$ cat src/rtl/level_seq_pkg.sv
// ---------------------------------------------------------------------------
// level_seq_pkg
// Shared definitions for the level sequencer:
//   - state_t      : FSM state encodings (PAUSED only reachable when the
//                    LEVEL_SEQ_PAUSE_EN build option is defined)
//   - SCORE_W/TIME_W and their saturation limits
//   - score_sat_add: saturating adder used for diamond scoring
// ---------------------------------------------------------------------------
package level_seq_pkg;

    typedef enum logic [2:0] {
        IDLE   = 3'd0,
        LOAD   = 3'd1,
        PLAY   = 3'd2,
        DEAD   = 3'd3,
        CLEAR  = 3'd4,
        WIN    = 3'd5,
        PAUSED = 3'd6
    } state_t;

    localparam int SCORE_W = 8;
    localparam int TIME_W  = 10;

    localparam logic [SCORE_W-1:0] SCORE_MAX = 8'd255;
    localparam logic [TIME_W-1:0]  TIME_MAX  = 10'd999;

    // Adds inc to base and clamps at SCORE_MAX instead of wrapping.
    function automatic logic [SCORE_W-1:0] score_sat_add(
        input logic [SCORE_W-1:0] base,
        input logic [SCORE_W-1:0] inc
    );
        logic [SCORE_W:0] sum;
        sum = {1'b0, base} + {1'b0, inc};
        return sum[SCORE_W] ? SCORE_MAX : sum[SCORE_W-1:0];
    endfunction

endpackage

$ cat src/rtl/seq_frame_timer.sv
// ---------------------------------------------------------------------------
// seq_frame_timer
// Tick-driven counter with synchronous clear, count enable and a
// programmable terminal value. hit is a combinational one-cycle pulse on the
// tick that brings the count to terminal; the count wraps to 0 on that tick.
//
// Ports:
//   clk, rst  : clock, asynchronous active-high reset
//   clear     : synchronous clear (wins over counting)
//   enable    : count qualifier
//   tick      : count event (one-cycle pulse)
//   terminal  : number of qualified ticks per hit
//   hit       : terminal pulse
// ---------------------------------------------------------------------------
module seq_frame_timer #(
    parameter int W = 8
) (
    input  logic         clk,
    input  logic         rst,
    input  logic         clear,
    input  logic         enable,
    input  logic         tick,
    input  logic [W-1:0] terminal,
    output logic         hit
);

    logic [W-1:0] count_q;

    assign hit = enable && tick && (count_q == terminal - W'(1));

    // Counter register: clear has priority, then wrap on hit, else increment.
    always_ff @(posedge clk or posedge rst) begin
        if (rst) begin
            count_q <= '0;
        end else if (clear) begin
            count_q <= '0;
        end else if (enable && tick) begin
            count_q <= hit ? '0 : count_q + W'(1);
        end
    end

endmodule

$ cat src/rtl/level_sequencer.sv
// ---------------------------------------------------------------------------
// level_sequencer
// Game-flow controller sequencing the per-level map renderers. Exactly one
// map is enabled (one-hot map_en) and its object state is held in reset
// while the level (re)loads. Door, hazard and diamond inputs from the active
// map drive advance / retry / finish; score and elapsed seconds feed the HUD.
//
// Build option: LEVEL_SEQ_PAUSE_EN adds the pause input and the PAUSED state.
//
// Ports:
//   clk, rst         : clock, asynchronous active-high reset
//   start            : one-cycle pulse (Enter) - starts a game / leaves WIN
//   frame_tick       : one-cycle pulse per VGA frame
//   p1/p2_at_door    : players inside their doors (levels)
//   p1/p2_hazard     : players touching a lethal river
//   dimond_touch     : per-diamond sticky touched flags
//   pause            : (option) one-cycle pause toggle
//   state            : current FSM state encoding
//   level            : current 0-based level index
//   map_en           : one-hot map enable
//   map_rst          : reset to the active map's object-state logic
//   score            : diamonds collected, saturating at 255
//   time_sec         : elapsed play seconds, saturating at 999
// ---------------------------------------------------------------------------
module level_sequencer
    import level_seq_pkg::*;
#(
    parameter int N_LEVELS       = 3,
    parameter int N_DIAMOND      = 4,
    parameter int DOOR_FRAMES    = 30,
    parameter int HOLD_FRAMES    = 90,
    parameter int FRAMES_PER_SEC = 60
) (
    input  logic                 clk,
    input  logic                 rst,
    input  logic                 start,
    input  logic                 frame_tick,
    input  logic                 p1_at_door,
    input  logic                 p2_at_door,
    input  logic                 p1_hazard,
    input  logic                 p2_hazard,
    input  logic [N_DIAMOND-1:0] dimond_touch,
`ifdef LEVEL_SEQ_PAUSE_EN
    input  logic                 pause,
`endif
    output logic [2:0]           state,
    output logic [1:0]           level,
    output logic [N_LEVELS-1:0]  map_en,
    output logic                 map_rst,
    output logic [SCORE_W-1:0]   score,
    output logic [TIME_W-1:0]    time_sec
);

    localparam int DOOR_W = $clog2(DOOR_FRAMES + 1);
    localparam int HOLD_W = $clog2(HOLD_FRAMES + 1);
    localparam int SEC_W  = $clog2(FRAMES_PER_SEC + 1);
    localparam logic [1:0] LAST_LEVEL = 2'(N_LEVELS - 1);

    state_t               state_q, next_state;
    logic [1:0]           level_q, next_level;
    logic [SCORE_W-1:0]   score_q, next_score;
    logic [SCORE_W-1:0]   score_base_q, next_score_base;
    logic [TIME_W-1:0]    time_q, next_time;
    logic                 load_cnt_q;
    logic [N_DIAMOND-1:0] dimond_prev_q;
    logic [N_DIAMOND-1:0] dimond_rise;
    logic [SCORE_W-1:0]   rise_cnt;
    logic [N_LEVELS-1:0]  next_map_en;
    logic                 next_map_rst;

    logic in_play;
    logic both_at_door;
    logic hazard;
    logic door_keep;
    logic door_clear;
    logic door_hit;
    logic hold_hit;
    logic sec_hit;

    assign in_play      = (state_q == PLAY);
    assign both_at_door = p1_at_door && p2_at_door;
    assign hazard       = p1_hazard || p2_hazard;

    // Door dwell survives a pause; it restarts on any frame without both
    // players at their doors, and is forced to zero outside a level.
`ifdef LEVEL_SEQ_PAUSE_EN
    assign door_keep = in_play || (state_q == PAUSED);
`else
    assign door_keep = in_play;
`endif
    assign door_clear = !door_keep || (in_play && frame_tick && !both_at_door);

    seq_frame_timer #(.W(DOOR_W)) u_door_timer (
        .clk      (clk),
        .rst      (rst),
        .clear    (door_clear),
        .enable   (in_play && both_at_door),
        .tick     (frame_tick),
        .terminal (DOOR_W'(DOOR_FRAMES)),
        .hit      (door_hit)
    );

    seq_frame_timer #(.W(HOLD_W)) u_hold_timer (
        .clk      (clk),
        .rst      (rst),
        .clear    (!(state_q == DEAD || state_q == CLEAR)),
        .enable   (state_q == DEAD || state_q == CLEAR),
        .tick     (frame_tick),
        .terminal (HOLD_W'(HOLD_FRAMES)),
        .hit      (hold_hit)
    );

    // The sub-second count is never cleared by the FSM, so a partial second
    // carries across deaths, level changes and new games.
    seq_frame_timer #(.W(SEC_W)) u_sec_timer (
        .clk      (clk),
        .rst      (rst),
        .clear    (1'b0),
        .enable   (in_play),
        .tick     (frame_tick),
        .terminal (SEC_W'(FRAMES_PER_SEC)),
        .hit      (sec_hit)
    );

    // Popcount of newly touched diamonds this cycle.
    always_comb begin
        dimond_rise = dimond_touch & ~dimond_prev_q;
        rise_cnt    = '0;
        for (int i = 0; i < N_DIAMOND; i++) begin
            rise_cnt = rise_cnt + SCORE_W'(dimond_rise[i]);
        end
    end

    // Next-state logic. Hazard outranks door completion (and pause) in PLAY.
    always_comb begin
        next_state      = state_q;
        next_level      = level_q;
        next_score      = score_q;
        next_score_base = score_base_q;
        next_time       = time_q;

        case (state_q)
            IDLE: begin
                if (start) begin
                    next_state = LOAD;
                    next_level = 2'd0;
                    next_score = '0;
                    next_time  = '0;
                end
            end
            LOAD: begin
                next_score_base = score_q;
                if (load_cnt_q) begin
                    next_state = PLAY;
                end
            end
            PLAY: begin
                if (rise_cnt != '0) begin
                    next_score = score_sat_add(score_q, rise_cnt);
                end
                if (sec_hit && time_q != TIME_MAX) begin
                    next_time = time_q + TIME_W'(1);
                end
                if (hazard) begin
                    next_state = DEAD;
                end else if (door_hit) begin
                    next_state = CLEAR;
`ifdef LEVEL_SEQ_PAUSE_EN
                end else if (pause) begin
                    next_state = PAUSED;
`endif
                end
            end
            DEAD: begin
                if (hold_hit) begin
                    next_score = score_base_q;
                    next_state = LOAD;
                end
            end
            CLEAR: begin
                if (hold_hit) begin
                    if (level_q == LAST_LEVEL) begin
                        next_state = WIN;
                    end else begin
                        next_level = level_q + 2'd1;
                        next_state = LOAD;
                    end
                end
            end
            WIN: begin
                if (start) begin
                    next_state = IDLE;
                end
            end
`ifdef LEVEL_SEQ_PAUSE_EN
            PAUSED: begin
                if (pause) begin
                    next_state = PLAY;
                end
            end
`endif
            default: begin
                next_state = IDLE;
            end
        endcase
    end

    // Map control is decoded from the next state so it lines up with the
    // registered state output.
    always_comb begin
        next_map_rst = (next_state == IDLE) || (next_state == LOAD);
        next_map_en  = '0;
        if (next_state != IDLE) begin
            for (int i = 0; i < N_LEVELS; i++) begin
                next_map_en[i] = (next_level == 2'(i));
            end
        end
    end

    // State and output registers. load_cnt_q stretches LOAD to two cycles.
    always_ff @(posedge clk or posedge rst) begin
        if (rst) begin
            state_q       <= IDLE;
            level_q       <= 2'd0;
            score_q       <= '0;
            score_base_q  <= '0;
            time_q        <= '0;
            load_cnt_q    <= 1'b0;
            dimond_prev_q <= '0;
            map_en        <= '0;
            map_rst       <= 1'b1;
        end else begin
            state_q       <= next_state;
            level_q       <= next_level;
            score_q       <= next_score;
            score_base_q  <= next_score_base;
            time_q        <= next_time;
            load_cnt_q    <= (state_q == LOAD) ? ~load_cnt_q : 1'b0;
            dimond_prev_q <= dimond_touch;
            map_en        <= next_map_en;
            map_rst       <= next_map_rst;
        end
    end

    assign state    = state_q;
    assign level    = level_q;
    assign score    = score_q;
    assign time_sec = time_q;

endmodule

$ cat config.mk
export PLATFORM = sky130hd
export DESIGN_NAME = level_sequencer
export DESIGN_NICKNAME = d
export VERILOG_FILES = /design/src/rtl/level_seq_pkg.sv /design/src/rtl/seq_frame_timer.sv /design/src/rtl/level_sequencer.sv
export SDC_FILE = /design/constraint.sdc
export NUM_CORES = 1
export LEC_CHECK = 0
export ABC_AREA = 1
export BUFFER_PORTS_ARGS = -buffer_cell sky130_fd_sc_hd__buf_2
export CORE_AREA = 2 2 84 86
export DETAILED_ROUTE_END_ITERATION = 8
export DIE_AREA = 0 0 86 88
export PLACE_DENSITY = 0.68
export SETUP_SLACK_MARGIN = 0.02
export SLEW_MARGIN = 40
export SYNTH_ARGS = -nofsm -noshare
export SYNTH_HDL_FRONTEND = slang
export SYNTH_SLANG_ARGS = --single-unit
export TNS_END_PERCENT = 30
$ cat constraint.sdc
create_clock -name clk -period 4.85 [get_ports clk]
set_input_delay 0.97 -clock clk [delete_from_list [all_inputs] [get_ports clk]]
set_output_delay 0.97 -clock clk [all_outputs]
set_load 0.05 [all_outputs]
==> flow_summary_export.csv <==
group,metric,value,unit
die,core_area,6640,um^2
die,fp.dieH,88,um
clocking,ctsHtreeMaxLevel,3,
placement,placed_area,3500,um^2
global_route,grt_max_degree,59,
synth,number_of_synthesized_register_bits,58,
global_route,wire_length_of_the_first_global_routing_pass,11.2,mm
final_layout,mostFrequentLayoutCells,"sky130_fd_sc_hd__nand2_1 (106), sky130_fd_sc_hd__dfrtp_1 (57), sky130_fd_sc_hd__inv_1 (52)",
routing,detail_route.first_pass.iterations,4,
worst_setup_path,setup.worst_path.start,"dimond_touch[1]",
placement,routabilityCongestion,0.839,
power,power.static_leakage,1.88,nW
synth,synth.yosys.seq_area_share,0.451,
die,boundaryPins,39,
placement,detailedPlacementHpwl,4.69,mm
worst_setup_path,critical_path_at,3.49,ns
final_layout,fillerInstances,644,
timing,timing.clock.skew,0.00855,ns
worst_setup_path,crit_fanout,6,
final_layout,commonest_non_fill_non_tap_cell_in_the_layout,"sky130_fd_sc_hd__nand2_1",
run,maxCapViolCount,0,
synth,synth_fp_nets,435,
synth,yosysUniqueCellTypes,31,
worst_setup_path,crit-reg2reg-launch,"dimond_prev_q[1]",
hold_path,worstHoldPathCells,2,
clocking,cts-resized-gates,0,
die,floorplan.initialDensity,0.484,
clocking,cts_hold_buffers,0,
clocking,clock_tree_from_tritoncts,"built",
final_layout,area.growth.synth_to_final,15.3,%
timing,rsz0062_at_grt,"false",
worst_setup_path,worst_setup_path_end_kind,"register",
timing,finalCriticalPeriod,3.22,ns
power,total_power_density_per_cell_area,526,nW/um^2
synth,synthCells,408,
global_route,via_count_of_the_first_global_routing_pass,2567,
clocking,path_clk_slew,0.07,ns
routing,route.detailed.drc,0,
worst_setup_path,critPathRequiredTime,5.11,ns
synth,synthesis.area_per_instance,7.89,um^2
status,run_status,"finished clean",
worst_setup_path,rr_endpoint,"score[5]",
clocking,post-cts-setup-buffer-count,0,
clocking,clock_sink_count,58,
placement,dpl_worst_slack,1.28,ns
routing,drt_first_iter_violations,82,
power,vdd.ir_drop.worst,253,uV
global_route,groute.usage.overall,0.189,
timing,final-max-slew-violation-count,0,
routing,total_number_of_vias,2705,
timing,achievable_clock_frequency,0.310,GHz
final_layout,ff_latch_area,1450,um^2
final_layout,fin_nets,483,
clocking,ctsRootBufferMaster,"sky130_fd_sc_hd__clkbuf_8",
placement,portBuffers,38,
timing,timing.final.ws_setup,1.63,ns
timing,max-slew-margin-rel,0.584,
die,die_w,86,um
clocking,cts_made_buffers,9,
global_route,antenna_found_initial,0,
clocking,insertion_delay,0.35,ns
routing,routed_wire_length_per_instance,12.1,um
routing,via_per_inst,5.00,
die,dieArea,7570,um^2
final_layout,antennaDiodeCount,0,
final_layout,multi_input_comb_area,1530,um^2
worst_setup_path,critical_path.startpoint_type,"input pin",
routing,ant_nets,0,
synth,synth_area,3220,um^2
timing,layout_worst_path_cycle_share,0.665,
global_route,grt-ovfl-total,0,
final_layout,finalInstanceArea,3710,um^2
worst_setup_path,timing.reg2reg.setup_slack,1.99,ns
timing,report.final.setup_viol,0,
hold_path,hold_end,"score_base_q[3]",
die,placement_rows,30,
timing,timing_hold_violations_final,0,
hold_path,min-delay-start,"score_base_q[3]",
worst_setup_path,setup.worst_path.class,"in2reg",
timing,worst_tran_pin_value,0.623,ns
worst_setup_path,reg2regPathDepth,15,
timing,tns,0,ns
routing,finalWirelength,6.54,mm
power,overall_power_consumption,1.95,mW
synth,yosys_warnings,0,
clocking,max-clock-path-buffers,2,
final_layout,post_route_cells_drive_above_1_share,0.167,
hold_path,hold_path_class,"reg2reg",
==> cell families after synthesis <==
kind of cell | share of synthesized area
and+or+nand+nor | 0.272
AOI/OAI and AO/OA | 0.0844
DFF | 0.451
adders and majority gates | 0.0630
muxes | 0.0136
buffers and inverters | 0.0746
xor gates and xnor gates | 0.0408
==> stage by stage <==
step	utilization	std cells	hold WS (ns)
4_1_cts	0.556	540	0.495
2_1_floorplan	-	408	0.453
3_3_place_gp	0.526	524	0.471
6_report	0.559	541	0.492
5_1_grt	0.559	541	0.529
3_5_place_dp	0.526	524	0.476
==> flip-flops by register name, indices dropped and copies added, names as in the netlist <==
name	count
dimond_prev_q	4
level	2
load_cnt_q	1
map_en	3
map_rst	1
score	8
score_base_q	8
state	3
time_sec	10
u_door_timer.count_q	5
u_hold_timer.count_q	7
u_sec_timer.count_q	6
==> critical path: stages <==
cell	delay (ns)
sky130_fd_sc_hd__buf_2	0.08
sky130_fd_sc_hd__inv_1	0.03
sky130_fd_sc_hd__nor2_1	0.12
sky130_fd_sc_hd__fa_1	0.44
sky130_fd_sc_hd__ha_1	0.21
sky130_fd_sc_hd__ha_1	0.31
sky130_fd_sc_hd__inv_1	0.06
sky130_fd_sc_hd__fa_1	0.39
sky130_fd_sc_hd__inv_1	0.08
sky130_fd_sc_hd__nand2_1	0.06
sky130_fd_sc_hd__nand2_1	0.12
sky130_fd_sc_hd__nand4_1	0.21
sky130_fd_sc_hd__o21ai_0	0.14
sky130_fd_sc_hd__nand2_1	0.06
sky130_fd_sc_hd__nand2_1	0.08
sky130_fd_sc_hd__nand2_1	0.04
sky130_fd_sc_hd__o21ai_0	0.07
==> power breakdown <==
group	internal, mW	switching (mW)	leakage [nW]
combinational	0.220	0.574	1.03
sequential	0.604	0.111	0.756
clock	0.235	0.206	0.0873
total	1.06	0.891	1.88
==> worst max-delay path by stage <==
stage                     endpoint  slack (ns)
after floorplan           score[6]        1.56
after global placement    score[5]        1.35
after detailed placement  score[5]        1.28
after CTS                 score[5]        1.64
after global routing      score[5]        1.31
final                     score[5]        1.63
==> synthesized netlist by cell type <==
library cell	count	area, um^2
sky130_fd_sc_hd__clkbuf_1	2	7.51
sky130_fd_sc_hd__fa_1	2	40.0
sky130_fd_sc_hd__and2_0	1	6.26
sky130_fd_sc_hd__inv_2	6	22.5
sky130_fd_sc_hd__mux2_2	3	33.8
sky130_fd_sc_hd__xor2_1	14	123
sky130_fd_sc_hd__dfrtp_1	57	1430
sky130_fd_sc_hd__a21oi_1	13	65.1
sky130_fd_sc_hd__nand4_1	6	37.5
sky130_fd_sc_hd__nand2_2	3	18.8
sky130_fd_sc_hd__xnor2_1	1	8.76
sky130_fd_sc_hd__nor3_1	11	55.1
sky130_fd_sc_hd__o21a_1	1	7.51
sky130_fd_sc_hd__nor2_2	1	6.26
sky130_fd_sc_hd__nand2_1	106	398
sky130_fd_sc_hd__dfstp_2	1	26.3
sky130_fd_sc_hd__nor2_4	2	22.5
sky130_fd_sc_hd__ha_1	13	163
sky130_fd_sc_hd__nand3b_1	3	22.5
sky130_fd_sc_hd__o21ai_0	21	105
sky130_fd_sc_hd__inv_1	53	199
sky130_fd_sc_hd__o21ai_2	3	26.3
sky130_fd_sc_hd__nand3_1	22	110
sky130_fd_sc_hd__nor2_1	50	188
sky130_fd_sc_hd__buf_6	1	11.3
sky130_fd_sc_hd__a31oi_1	1	6.26
sky130_fd_sc_hd__mux2i_1	1	10.0
sky130_fd_sc_hd__a22oi_1	2	15.0
sky130_fd_sc_hd__a2bb2oi_1	1	8.76
sky130_fd_sc_hd__o22ai_1	6	37.5
sky130_fd_sc_hd__nand2_4	1	11.3
==> layout make-up <==
type                       instances  share of cell area
clock inverter                     7              0.0189
clock buffer                       9              0.0334
multi-input combinational        288               0.411
sequential                        58               0.391
timing repair buffer              40              0.0587
inverter                          59              0.0597
tap                               80              0.0270
==> metal layers <==
layer	share of wire	track usage	vias to the layer above	routed length, um
li1	-	-	1388	-
met1	0.46	0.231	1262	3000
met2	0.48	0.322	45	3160
met3	0.037	0.0424	10	244
met4	0.020	0.0779	0	130
met5	0	0	-	0
No activity file was read; power rests on OpenSTA's default activity.
